[src/rtl/systolic_skew_feeder_if.sv]
// Operand stream into the skew feeder and the skewed operand/valid pairs
// it drives onto the first PE of each row/column.
interface systolic_skew_feeder_if #(
    parameter int OPND_BWIDTH = 8,
    parameter int LANES       = 4
);
    logic                         IN_VALID;
    logic                         IN_READY;
    logic [LANES*OPND_BWIDTH-1:0] IN_DATA;
    logic                         IN_LAST;
    logic [LANES*OPND_BWIDTH-1:0] OPND_out;
    logic [LANES-1:0]             OPND_is_valid_out;

    // Handshake: a vector moves on a rising CLK edge where IN_VALID and
    // IN_READY are both high; IN_DATA/IN_LAST must be stable while IN_VALID
    // is high, and IN_READY never depends on IN_VALID.
    modport master (
        output IN_VALID, IN_DATA, IN_LAST,
        input  IN_READY, OPND_out, OPND_is_valid_out
    );

    modport slave (
        input  IN_VALID, IN_DATA, IN_LAST,
        output IN_READY, OPND_out, OPND_is_valid_out
    );
endinterface

[src/rtl/systolic_skew_feeder.sv]
// Diagonal skew feeder for one edge of a systolic array: lane i delays its
// operand i cycles more than lane 0, and DONE flags the final skewed element.
module systolic_skew_feeder #(
    parameter int OPND_BWIDTH = 8,
    parameter int LANES       = 4,
    parameter int CNT_BWIDTH  = 16
) (
    input  logic                  CLK,
    input  logic                  RSTn,
    input  logic                  STALL,
    systolic_skew_feeder_if.slave bus,
    output logic                  BUSY,
    output logic                  DONE,
    output logic [CNT_BWIDTH-1:0] VEC_CNT,
    output logic [1:0]            STATE_DBG
);

    typedef enum logic [1:0] {
        IDLE   = 2'd0,
        STREAM = 2'd1,
        DRAIN  = 2'd2
    } state_t;

    state_t                       state_q, state_d;
    logic                         accepting;
    logic                         in_ready;
    logic                         transfer;
    logic                         done;
    logic [CNT_BWIDTH-1:0]        cnt_q, cnt_d;
    logic [LANES-1:0]             tag_q;
    logic [LANES*OPND_BWIDTH-1:0] opnd_flat;
    logic [LANES-1:0]             vld_flat;

    // Ready is forced low while reset is asserted, not only after it.
    assign in_ready     = RSTn & ~STALL & accepting;
    assign transfer     = bus.IN_VALID & in_ready;
    assign bus.IN_READY = in_ready;

    always_ff @(posedge CLK or negedge RSTn) begin
        if (!RSTn) begin
            state_q <= IDLE;
        end else begin
            state_q <= state_d;
        end
    end

    always_comb begin
        state_d = state_q;
        if (!STALL) begin
            unique case (state_q)
                IDLE:    if (transfer) state_d = bus.IN_LAST ? DRAIN : STREAM;
                STREAM:  if (transfer && bus.IN_LAST) state_d = DRAIN;
                DRAIN:   if (done) state_d = IDLE;
                default: state_d = IDLE;
            endcase
        end
    end

    always_comb begin
        accepting = (state_q == IDLE) || (state_q == STREAM);
        BUSY      = (state_q != IDLE);
        STATE_DBG = state_q;
    end

    always_comb begin
        cnt_d = cnt_q;
        if (!STALL) begin
            if (state_q == DRAIN && done) begin
                cnt_d = '0;
            end else if (transfer) begin
                cnt_d = cnt_q + CNT_BWIDTH'(1);
            end
        end
    end

    always_ff @(posedge CLK or negedge RSTn) begin
        if (!RSTn) begin
            cnt_q <= '0;
        end else begin
            cnt_q <= cnt_d;
        end
    end

    assign VEC_CNT = cnt_q;

    for (genvar i = 0; i < LANES; i++) begin : g_lane
        logic [OPND_BWIDTH-1:0] d_q [i+1];
        logic                   v_q [i+1];

        always_ff @(posedge CLK or negedge RSTn) begin
            if (!RSTn) begin
                for (int j = 0; j <= i; j++) begin
                    d_q[j] <= '0;
                    v_q[j] <= 1'b0;
                end
            end else if (!STALL) begin
                d_q[0] <= transfer ? bus.IN_DATA[i*OPND_BWIDTH +: OPND_BWIDTH] : '0;
                v_q[0] <= transfer;
                for (int j = 1; j <= i; j++) begin
                    d_q[j] <= d_q[j-1];
                    v_q[j] <= v_q[j-1];
                end
            end
        end

        assign opnd_flat[i*OPND_BWIDTH +: OPND_BWIDTH] = d_q[i];
        assign vld_flat[i]                             = v_q[i];
    end

    // The last tag rides alongside the highest lane only.
    always_ff @(posedge CLK or negedge RSTn) begin
        if (!RSTn) begin
            tag_q <= '0;
        end else if (!STALL) begin
            tag_q[0] <= transfer & bus.IN_LAST;
            for (int j = 1; j < LANES; j++) begin
                tag_q[j] <= tag_q[j-1];
            end
        end
    end

    assign done                  = tag_q[LANES-1] & vld_flat[LANES-1];
    assign DONE                  = done;
    assign bus.OPND_out          = opnd_flat;
    assign bus.OPND_is_valid_out = vld_flat;

endmodule
[src/flat_wrapper.sv]
// flat-port wrapper written by rule: the top's interface ports become plain ports
module systolic_skew_feeder_flat 
#(
    parameter int OPND_BWIDTH = 8,
    parameter int LANES       = 4,
    parameter int CNT_BWIDTH  = 16
)
  (CLK, RSTn, STALL, BUSY, DONE, VEC_CNT, STATE_DBG, bus_IN_VALID, bus_IN_DATA, bus_IN_LAST, bus_IN_READY, bus_OPND_out, bus_OPND_is_valid_out);
  systolic_skew_feeder_if #(.OPND_BWIDTH(OPND_BWIDTH), .LANES(LANES)) bus_i ();
  input  logic CLK;
  input  logic RSTn;
  input  logic STALL;
  output logic BUSY;
  output logic DONE;
  output logic [CNT_BWIDTH-1:0] VEC_CNT;
  output logic [1:0] STATE_DBG;
  input wire logic [$bits(bus_i.IN_VALID)-1:0] bus_IN_VALID;
  input wire logic [$bits(bus_i.IN_DATA)-1:0] bus_IN_DATA;
  input wire logic [$bits(bus_i.IN_LAST)-1:0] bus_IN_LAST;
  output wire logic [$bits(bus_i.IN_READY)-1:0] bus_IN_READY;
  output wire logic [$bits(bus_i.OPND_out)-1:0] bus_OPND_out;
  output wire logic [$bits(bus_i.OPND_is_valid_out)-1:0] bus_OPND_is_valid_out;
  assign bus_i.IN_VALID = bus_IN_VALID;
  assign bus_i.IN_DATA = bus_IN_DATA;
  assign bus_i.IN_LAST = bus_IN_LAST;
  assign bus_IN_READY = bus_i.IN_READY;
  assign bus_OPND_out = bus_i.OPND_out;
  assign bus_OPND_is_valid_out = bus_i.OPND_is_valid_out;
  systolic_skew_feeder #(.OPND_BWIDTH(OPND_BWIDTH), .LANES(LANES), .CNT_BWIDTH(CNT_BWIDTH)) u_core (.CLK(CLK), .RSTn(RSTn), .STALL(STALL), .bus(bus_i), .BUSY(BUSY), .DONE(DONE), .VEC_CNT(VEC_CNT), .STATE_DBG(STATE_DBG));
endmodule
[config.mk]
export PLATFORM = sky130hd
export DESIGN_NAME = systolic_skew_feeder_flat
export DESIGN_NICKNAME = d
export VERILOG_FILES = /design/src/rtl/systolic_skew_feeder_if.sv /design/src/rtl/systolic_skew_feeder.sv /design/src/flat_wrapper.sv
export SDC_FILE = /design/constraint.sdc
export NUM_CORES = 1
export LEC_CHECK = 0
export CORE_UTILIZATION = 56
export CTS_BUF_LIST = sky130_fd_sc_hd__clkbuf_8
export DETAILED_ROUTE_END_ITERATION = 8
export PLACE_DENSITY = 0.95
export SLEW_MARGIN = 20
export SYNTH_ARGS = -nofsm -noshare
export SYNTH_HDL_FRONTEND = slang
export SYNTH_SLANG_ARGS = --single-unit
[constraint.sdc]
create_clock -name CLK -period 5.4 [get_ports CLK]
set_input_delay 1.08 -clock CLK [delete_from_list [all_inputs] [get_ports CLK]]
set_output_delay 1.08 -clock CLK [all_outputs]
set_load 0.005 [all_outputs]
# Word level (Yosys, flattened, before mapping)
# Index checks and enable logic that the tools add are counted.
[totals]
ff_bits = 106
latch_bits = 0
mem_bits_rw = 0
rom_bits = 0
input_bits = 37
out_inout_bits = 57
memories = 0
[classes]
add_sub_neg = 1
mul = 0
div_mod_pow = 0
magnitude_cmp = 0
eq_ne = 5
shift = 0
n_mux = 11
bitwise_logic = 6
n_reduce_logical = 8
[op_table]
columns = ["operator", "n"]
rows = [
  ["2-to-1 mux 16 bit", 2],
  ["2-to-1 mux 8 bit", 4],
  ["adder 16 x 1 -> 16 bit, second input constant", 1],
  ["2-to-1 mux 2 bit", 4],
  ["inequality test 2 x 1 -> 1 bit, second input constant", 3],
  ["one-hot mux 2 bit (3 select lines)", 1],
  ["bitwise AND 1 bit", 5],
  ["AND reduction 4 bit", 1],
  ["nonzero test 2 bit", 2],
  ["equality test 2 x 1 -> 1 bit, second input constant", 1],
  ["equality test 2 bit, second input constant", 1],
  ["logical AND 1 bit", 2],
  ["logical NOT 2 bit", 1],
  ["AND reduction 2 bit", 1],
  ["logical OR 1 bit", 1],
  ["inverter 1 bit", 1],
]

# Longest topological paths before layout
# Gate-level depths: netlist of run 1.
[logic_depth]
ltp_word = 7
ltp_mapped = 5

# Worst setup path before layout of run 1
# No wires, ideal clock.
[synth_timing]
kind = "input -> output"
start = "input port STALL"
end = "output port bus_IN_READY"
arrival_ns = 1.707
path_slack_ns = 2.613
cell_stages = 3
n_path_buf = 2
cell_sequence = "clkbuf_1 clkbuf_1 nor3b_1"
[synth_between]
elab_chain_cells = 3
[synth_rtl]
columns = ["item", "line", "rtl"]
rows = [
  ["from (decl)", "flat_wrapper.sv:12", "input logic STALL;"],
  ["inverter 1 bit (no line)", "--", ""],
  ["bitwise AND 1 bit (2 in series)", "systolic_skew_feeder.sv:35", "assign in_ready = RSTn & ~STALL & accepting;"],
  ["to (decl)", "flat_wrapper.sv:20", "output wire logic [$bits(bus_i.IN_READY)-1:0] bus_IN_READY;"],
]
# Every way passes these cells.

# Worst setup path in the final report of run 1
# Same ends and word-level chain as after synthesis.

==> reports/results.tsv, run 1 <==
stage	metric	value	unit
synthesis	yosysSeqAreaShare	61.9	%
finish	finish.net_count	419	
timing	fmax	282	MHz
timing	tightest_slew	1.03	ns
grt	antenna_found_initial	0	
timing	rsz0062_at_grt	no	
route	wl_met1	3.49	mm
worst_setup_path	crit_arrival	2.46	ns
timing	tns	0	ns
cts	clock_latency	0.36	ns
worst_setup_path	criticalPathCategory	input port to output port	
power_and_ir_drop	p_clk_share	28.3	%
status	status	complete, no violations	
finish	final-seq-area	2650	sq um
route	routed_wirelength	8.02	mm
power_and_ir_drop	p_per_area	328	nW/um^2
finish	syn_to_final_growth	23.4	%
placed_design	dpl.hpwl	5.26	mm
job	cap_violations	0	
finish	fillers	487	
finish	multiInputGateArea	1370	sq um
worst_setup_path	crit_path_max_fanout	95	
grt	grtUsageTotal	21.7	%
finish	drive_above_1_share	20.2	%
power_and_ir_drop	p_seq_share	54.6	%
die	dieWidth	89.5	microns
synthesis	synthFlopType	dfrtp_1	
power_and_ir_drop	worst_ir_drop_vdd	0.000200	V
timing	post-route-min-period	3.54	ns
timing	clock_skew	0.00570	ns
route	vias	2639	
cts	cts_tree	built	
power_and_ir_drop	switchingPower	441	uW
cts	cts_htree_levels	3	
timing	whs	0.490	ns
cts	cts_sinks	106	
cts	cts_made_buffers	9	
cts	cts_setup_buffers	0	
timing	drv_slew	0	
grt	grt_max_degree	96	
power_and_ir_drop	power.total	1740	uW
synthesis	synth-async-reset-ratio	100	%
cts	cts_hold_buf	0	
route	highest_layer	met4	
cts	clk_path_buf_depth	2	
power_and_ir_drop	combPwrFrac	17.1	%
worst_setup_path	cp-end-kind	output port	
route	wl_met3	237	microns
cts	clkTransAtPathRegs	0.09	ns
grt	grt_pass1_wl	12.8	mm
synthesis	ys_warn_count	0	
route	drc	0	
power_and_ir_drop	power.leakage	0.00246	uW
die	initial_utilization	58.5	%
route	wl_per_cell	16.5	microns
hold_path	hp-class	register to register	
cts	cts_root_buf	clkbuf_8	
timing	worst_slack	1.86	ns
synthesis	synth_fp_nets	356	
worst_setup_path	required	4.32	ns
die	fp.coreArea	7330	sq um
placed_design	portBuffers	93	
timing	relSlewSlack	31.4	%
finish	layout_common_cells	dfrtp_1 (106), clkdlybuf4s50_1 (91), mux2_2 (54)	
finish	layout_commonest_cell	dfrtp_1	
die	rows	31	
worst_setup_path	start_kind	input port	
route	drtIter0Drc	124	
route	final_antenna_net_count	0	
synthesis	synth-edff-count	0	
timing	hold_viol	0	
route	wl_met2	4.16	mm
die	ios	94	
cts	post_cts_resized	0	
synthesis	syn_inst	318	
synthesis	yosys.cell_types.count	31	
synthesis	netlist_area	4290	sq um
power_and_ir_drop	p_int	1290	uW
placed_design	place_congestion	0.827	
route	drt_pass1_iterations	4	
die	die_h	89.5	microns
power_and_ir_drop	sw_frac_of_total	25.4	%
timing	period_share	65.6	%
route	routed_via_density	5.44	
finish	diodes	0	
grt	grt_pass1_vias	2704	
synthesis	syn_area_per_cell	13.5	sq um
synthesis	synth_seq_cells	106	
placed_design	pre_cts_slack	1.84	ns
timing	setup_viol	0	
grt	grt-ovfl-total	0	
die	dieArea	8010	sq um
-- cell usage after synthesis (2+ instances only) --
cell / number / area [sq um]
a21oi_1: 6 / 30.0
a22o_1: 32 / 280
and3_1: 2 / 12.5
buf_1: 3 / 11.3
buf_4: 25 / 188
clkbuf_1: 13 / 48.8
dfrtp_1: 106 / 2650
inv_1: 2 / 7.51
mux2_2: 54 / 608
nand2_1: 16 / 60.1
nand3_1: 4 / 20.0
nand4_1: 6 / 37.5
nor2_1: 10 / 37.5
nor3_1: 2 / 10.0
o21ai_0: 8 / 40.0
or2_2: 2 / 12.5
or3_1: 5 / 31.3
or4_1: 2 / 15.0
or4_4: 2 / 22.5
xnor2_1: 3 / 26.3
xor2_1: 5 / 43.8
-- logic make-up after synthesis --
logic type               Yosys count  share of synthesized area [%]
XOR/XNOR                           8                           1.63
multiplexers                      55                           14.4
flip-flops                       106                           61.9
buffers and inverters             44                           6.22
AO/OA/AOI/OAI                     47                           8.35
adder cells (fa/ha/maj)            1                          0.292
AND/OR/NAND/NOR                   57                           7.24
-- flip-flops by register name, summed over array words and instances (netlist names) --
| signal | flops |
|---|---|
| u_core.tag_q | 4 |
| u_core.bus.OPND_is_valid_out | 3 |
| u_core.g_lane.v_q | 1 |
| u_core.g_lane.d_q | 56 |
| u_core.bus.OPND_out | 24 |
| u_core.STATE_DBG | 2 |
| u_core.VEC_CNT | 16 |
-- metrics by stage --
| stage | utilization [%] | cells | area, sq um |
|---|---|---|---|
| finish | 72.2 | 485 | 5290 |
| global placement | 69.4 | 469 | 5090 |
| floorplan | - | 318 | 4290 |
| global route | 72.2 | 485 | 5290 |
| detailed placement | 69.4 | 469 | 5090 |
| CTS | 72.2 | 485 | 5290 |
-- routing by layer --
layer	GRT usage (%)	vias to the layer above
met5	0	-
met4	9.81	0
met3	3.42	12
met2	36.6	62
met1	27.8	1329
li1	-	1236
-- power groups by stage --
stage / sequential, uW / clock (uW) / combinational, uW
after global routing: 961 / 529 / 326
after floorplan: 946 / 0 / 151
after detailed placement: 962 / 0 / 298
after CTS: 949 / 501 / 301
after global placement: 955 / 0 / 288
final: 948 / 491 / 296
-- final timing paths --
path	start	end	slack [ns]	cells after the start
worst max register to register	u_core.STATE_DBG[1]$_DFFE_PN0P_	u_core.VEC_CNT[14]$_DFFE_PN0P_	3.14	4
max in group asynchronous	RSTn	u_core.g_lane[2].d_q[8]$_DFFE_PN0N_	3.54	2
worst min-delay path	u_core.tag_q[0]$_DFFE_PN0N_	u_core.tag_q[0]$_DFFE_PN0N_	0.49	2
worst min register to register	u_core.tag_q[0]$_DFFE_PN0N_	u_core.tag_q[0]$_DFFE_PN0N_	0.49	2
worst max-delay path	STALL	bus_IN_READY	1.86	3
min in group asynchronous	RSTn	u_core.bus.OPND_out[21]$_DFFE_PN0N_	0.71	1
-- area by class of cell --
type / instances / area share, %
multi-input cells: 168 / 25.9
inverters: 2 / 0.142
clock buffers: 10 / 2.60
flip-flops and latches: 106 / 50.1
repair buffers: 94 / 17.6
clock inverters: 6 / 1.25
well taps: 99 / 2.34
-- critical path: stages --
cell and delay, ns:
buf_4 0.75, nor3b_1 0.13, clkdlybuf4s50_1 0.49
Note: power is estimated with default switching activity, not from simulation.
==> inputs of run 2 (changes only) <==
--- a/config.mk
+++ b/config.mk
@@ -5,10 +5,10 @@
 export SDC_FILE = /design/constraint.sdc
 export NUM_CORES = 1
 export LEC_CHECK = 0
-export CORE_UTILIZATION = 56
+export CORE_UTILIZATION = 52
 export CTS_BUF_LIST = sky130_fd_sc_hd__clkbuf_8
 export DETAILED_ROUTE_END_ITERATION = 8
-export PLACE_DENSITY = 0.95
+export PLACE_DENSITY = 0.9
 export SLEW_MARGIN = 20
 export SYNTH_ARGS = -nofsm -noshare
 export SYNTH_HDL_FRONTEND = slang
==> constraint.sdc (replaced) <==
create_clock -name CLK -period 3.5 [get_ports CLK]
set_input_delay 0.7 -clock CLK [delete_from_list [all_inputs] [get_ports CLK]]
set_output_delay 0.7 -clock CLK [all_outputs]
set_load 0.005 [all_outputs]
==> run 2 against run 1 <==
Against the previous run: register-to-register slack worse by 1.9 ns; flip-flop and latch count unchanged; non-clock buffer count up 3; sequential share of layout area down 0.42 points; combinational power up 54%; clock power up 67%; routed wire length down 2.0%; critical endpoint is now u_core.VEC_CNT[15]$_DFFE_PN0P_; largest power group unchanged; highest routed layer unchanged.
==> reports/results.tsv, run 2 (same netlist as run 1, synthesis figures left out) <==
stage	metric	value	unit
status	status	complete, no violations	
finish	syn_to_final_growth	24.4	%
worst_setup_path	criticalPathCategory	input port to register	
timing	tightest_slew	0.902	ns
timing	setup_viol	0	
finish	layout_commonest_cell	dfrtp_1	
worst_setup_path	required	3.81	ns
power_and_ir_drop	p_per_area	513	nW/um^2
timing	clock_skew	0.0112	ns
finish	layout_common_cells	dfrtp_1 (106), clkdlybuf4s50_1 (91), mux2_2 (54)	
timing	post-route-min-period	2.44	ns
timing	period_share	69.7	%
cts	cts_root_buf	clkbuf_8	
cts	clock_latency	0.36	ns
grt	grt_pass1_vias	2663	
grt	grt_max_degree	75	
cts	clkTransAtPathRegs	0.10	ns
die	die_h	92.8	microns
route	wl_per_cell	16.0	microns
power_and_ir_drop	power.leakage	0.00248	uW
finish	top_register	u_core.g_lane.d_q	
finish	largest_reg_flops	56	
cts	cts_hold_buf	0	
die	rows	32	
worst_setup_path	r2r.worst_path.cells	4	
grt	grt-ovfl-total	0	
placed_design	portBuffers	93	
worst_setup_path	cp-end-kind	register	
finish	final-seq-area	2650	sq um
timing	tns	0	ns
route	routed_wirelength	7.87	mm
timing	whs	0.148	ns
cts	cts_htree_levels	3	
placed_design	dpl.hpwl	5.31	mm
placed_design	place_congestion	0.845	
finish	finish.net_count	422	
die	dieArea	8610	sq um
power_and_ir_drop	worst_ir_drop_vdd	0.000319	V
cts	cts_setup_buffers	0	
power_and_ir_drop	power.total	2740	uW
grt	antenna_found_initial	0	
cts	clk_path_buf_depth	2	
timing	relSlewSlack	39.9	%
timing	drv_slew	0	
die	dieWidth	92.8	microns
cts	post_cts_resized	0	
hold_path	hp-class	input port to asynchronous set/reset pin	
placed_design	pre_cts_slack	0.692	ns
timing	worst_slack	1.06	ns
timing	fmax	410	MHz
route	drt_pass1_iterations	4	
job	cap_violations	0	
finish	multiInputGateArea	1370	sq um
worst_setup_path	crit_arrival	2.75	ns
worst_setup_path	crit_path_max_fanout	11	
worst_setup_path	start_kind	input port	
finish	drive_above_1_share	21.1	%
finish	fillers	587	
cts	cts_made_buffers	9	
die	initial_utilization	54.6	%
route	final_antenna_net_count	0	
die	fp.coreArea	7850	sq um
grt	grtUsageTotal	19.5	%
route	drtIter0Drc	69	
cts	cts_sinks	106	
route	drc	0	
route	routed_via_density	5.40	
timing	rsz0062_at_grt	no	
cts	cts_tree	built	
route	vias	2653	
finish	diodes	0	
grt	grt_pass1_wl	13.1	mm
timing	hold_viol	0	
die	ios	94	
==> run 2: final timing paths <==
check / from / end / slack (ns)
min in group CLK: u_core.g_lane[3].d_q[10]$_DFFE_PN0N_ / u_core.bus.OPND_out[26]$_DFFE_PN0N_ / 0.50
setup / recovery: bus_IN_VALID / u_core.VEC_CNT[15]$_DFFE_PN0P_ / 1.06
max in group asynchronous: RSTn / u_core.g_lane[2].d_q[8]$_DFFE_PN0N_ / 2.24
setup reg to reg: u_core.STATE_DBG[1]$_DFFE_PN0P_ / u_core.VEC_CNT[15]$_DFFE_PN0P_ / 1.27
hold reg to reg: u_core.g_lane[3].d_q[10]$_DFFE_PN0N_ / u_core.bus.OPND_out[26]$_DFFE_PN0N_ / 0.50
hold / removal: RSTn / u_core.bus.OPND_out[22]$_DFFE_PN0N_ / 0.15
==> run 2: power by group <==
part	switching (uW)	internal [uW]	total, uW
clock	412	408	820
sequential	107	1360	1460
combinational	163	292	455
total	682	2060	2740
==> run 2: layout make-up <==
| cell class | instances | area share [%] |
|---|---|---|
| Clock buffer | 9 | 2.32 |
| Clock inverter | 7 | 1.85 |
| Inverter | 2 | 0.141 |
| Multi-Input combinational cell | 168 | 25.7 |
| Sequential cell | 106 | 49.7 |
| Tap cell | 102 | 2.39 |
| Timing Repair Buffer | 97 | 17.9 |
==> run 2: worst max-delay path, cell delays in order <==
cell and delay, ns:
clkdlybuf4s50_1 0.47, nand4bb_1 0.37, or4_1 0.65, or4_1 0.48
nand2_1 0.08
==> run 2: routing by layer <==
layer | vias up | track usage, % | share of wire (%)
li1 | 1237 | - | -
met1 | 1337 | 26.8 | 44
met2 | 73 | 30.6 | 49
met3 | 6 | 5.42 | 5.6
met4 | 0 | 5.38 | 0.62
met5 | - | 0 | 0
==> run 2: stage by stage <==
step	area, sq um	utilization [%]	std cells
floorplan	4290	-	318
global placement	5110	65.1	475
detailed placement	5110	65.1	475
CTS	5340	68.0	491
global route	5340	68.0	491
finish	5340	68.0	491
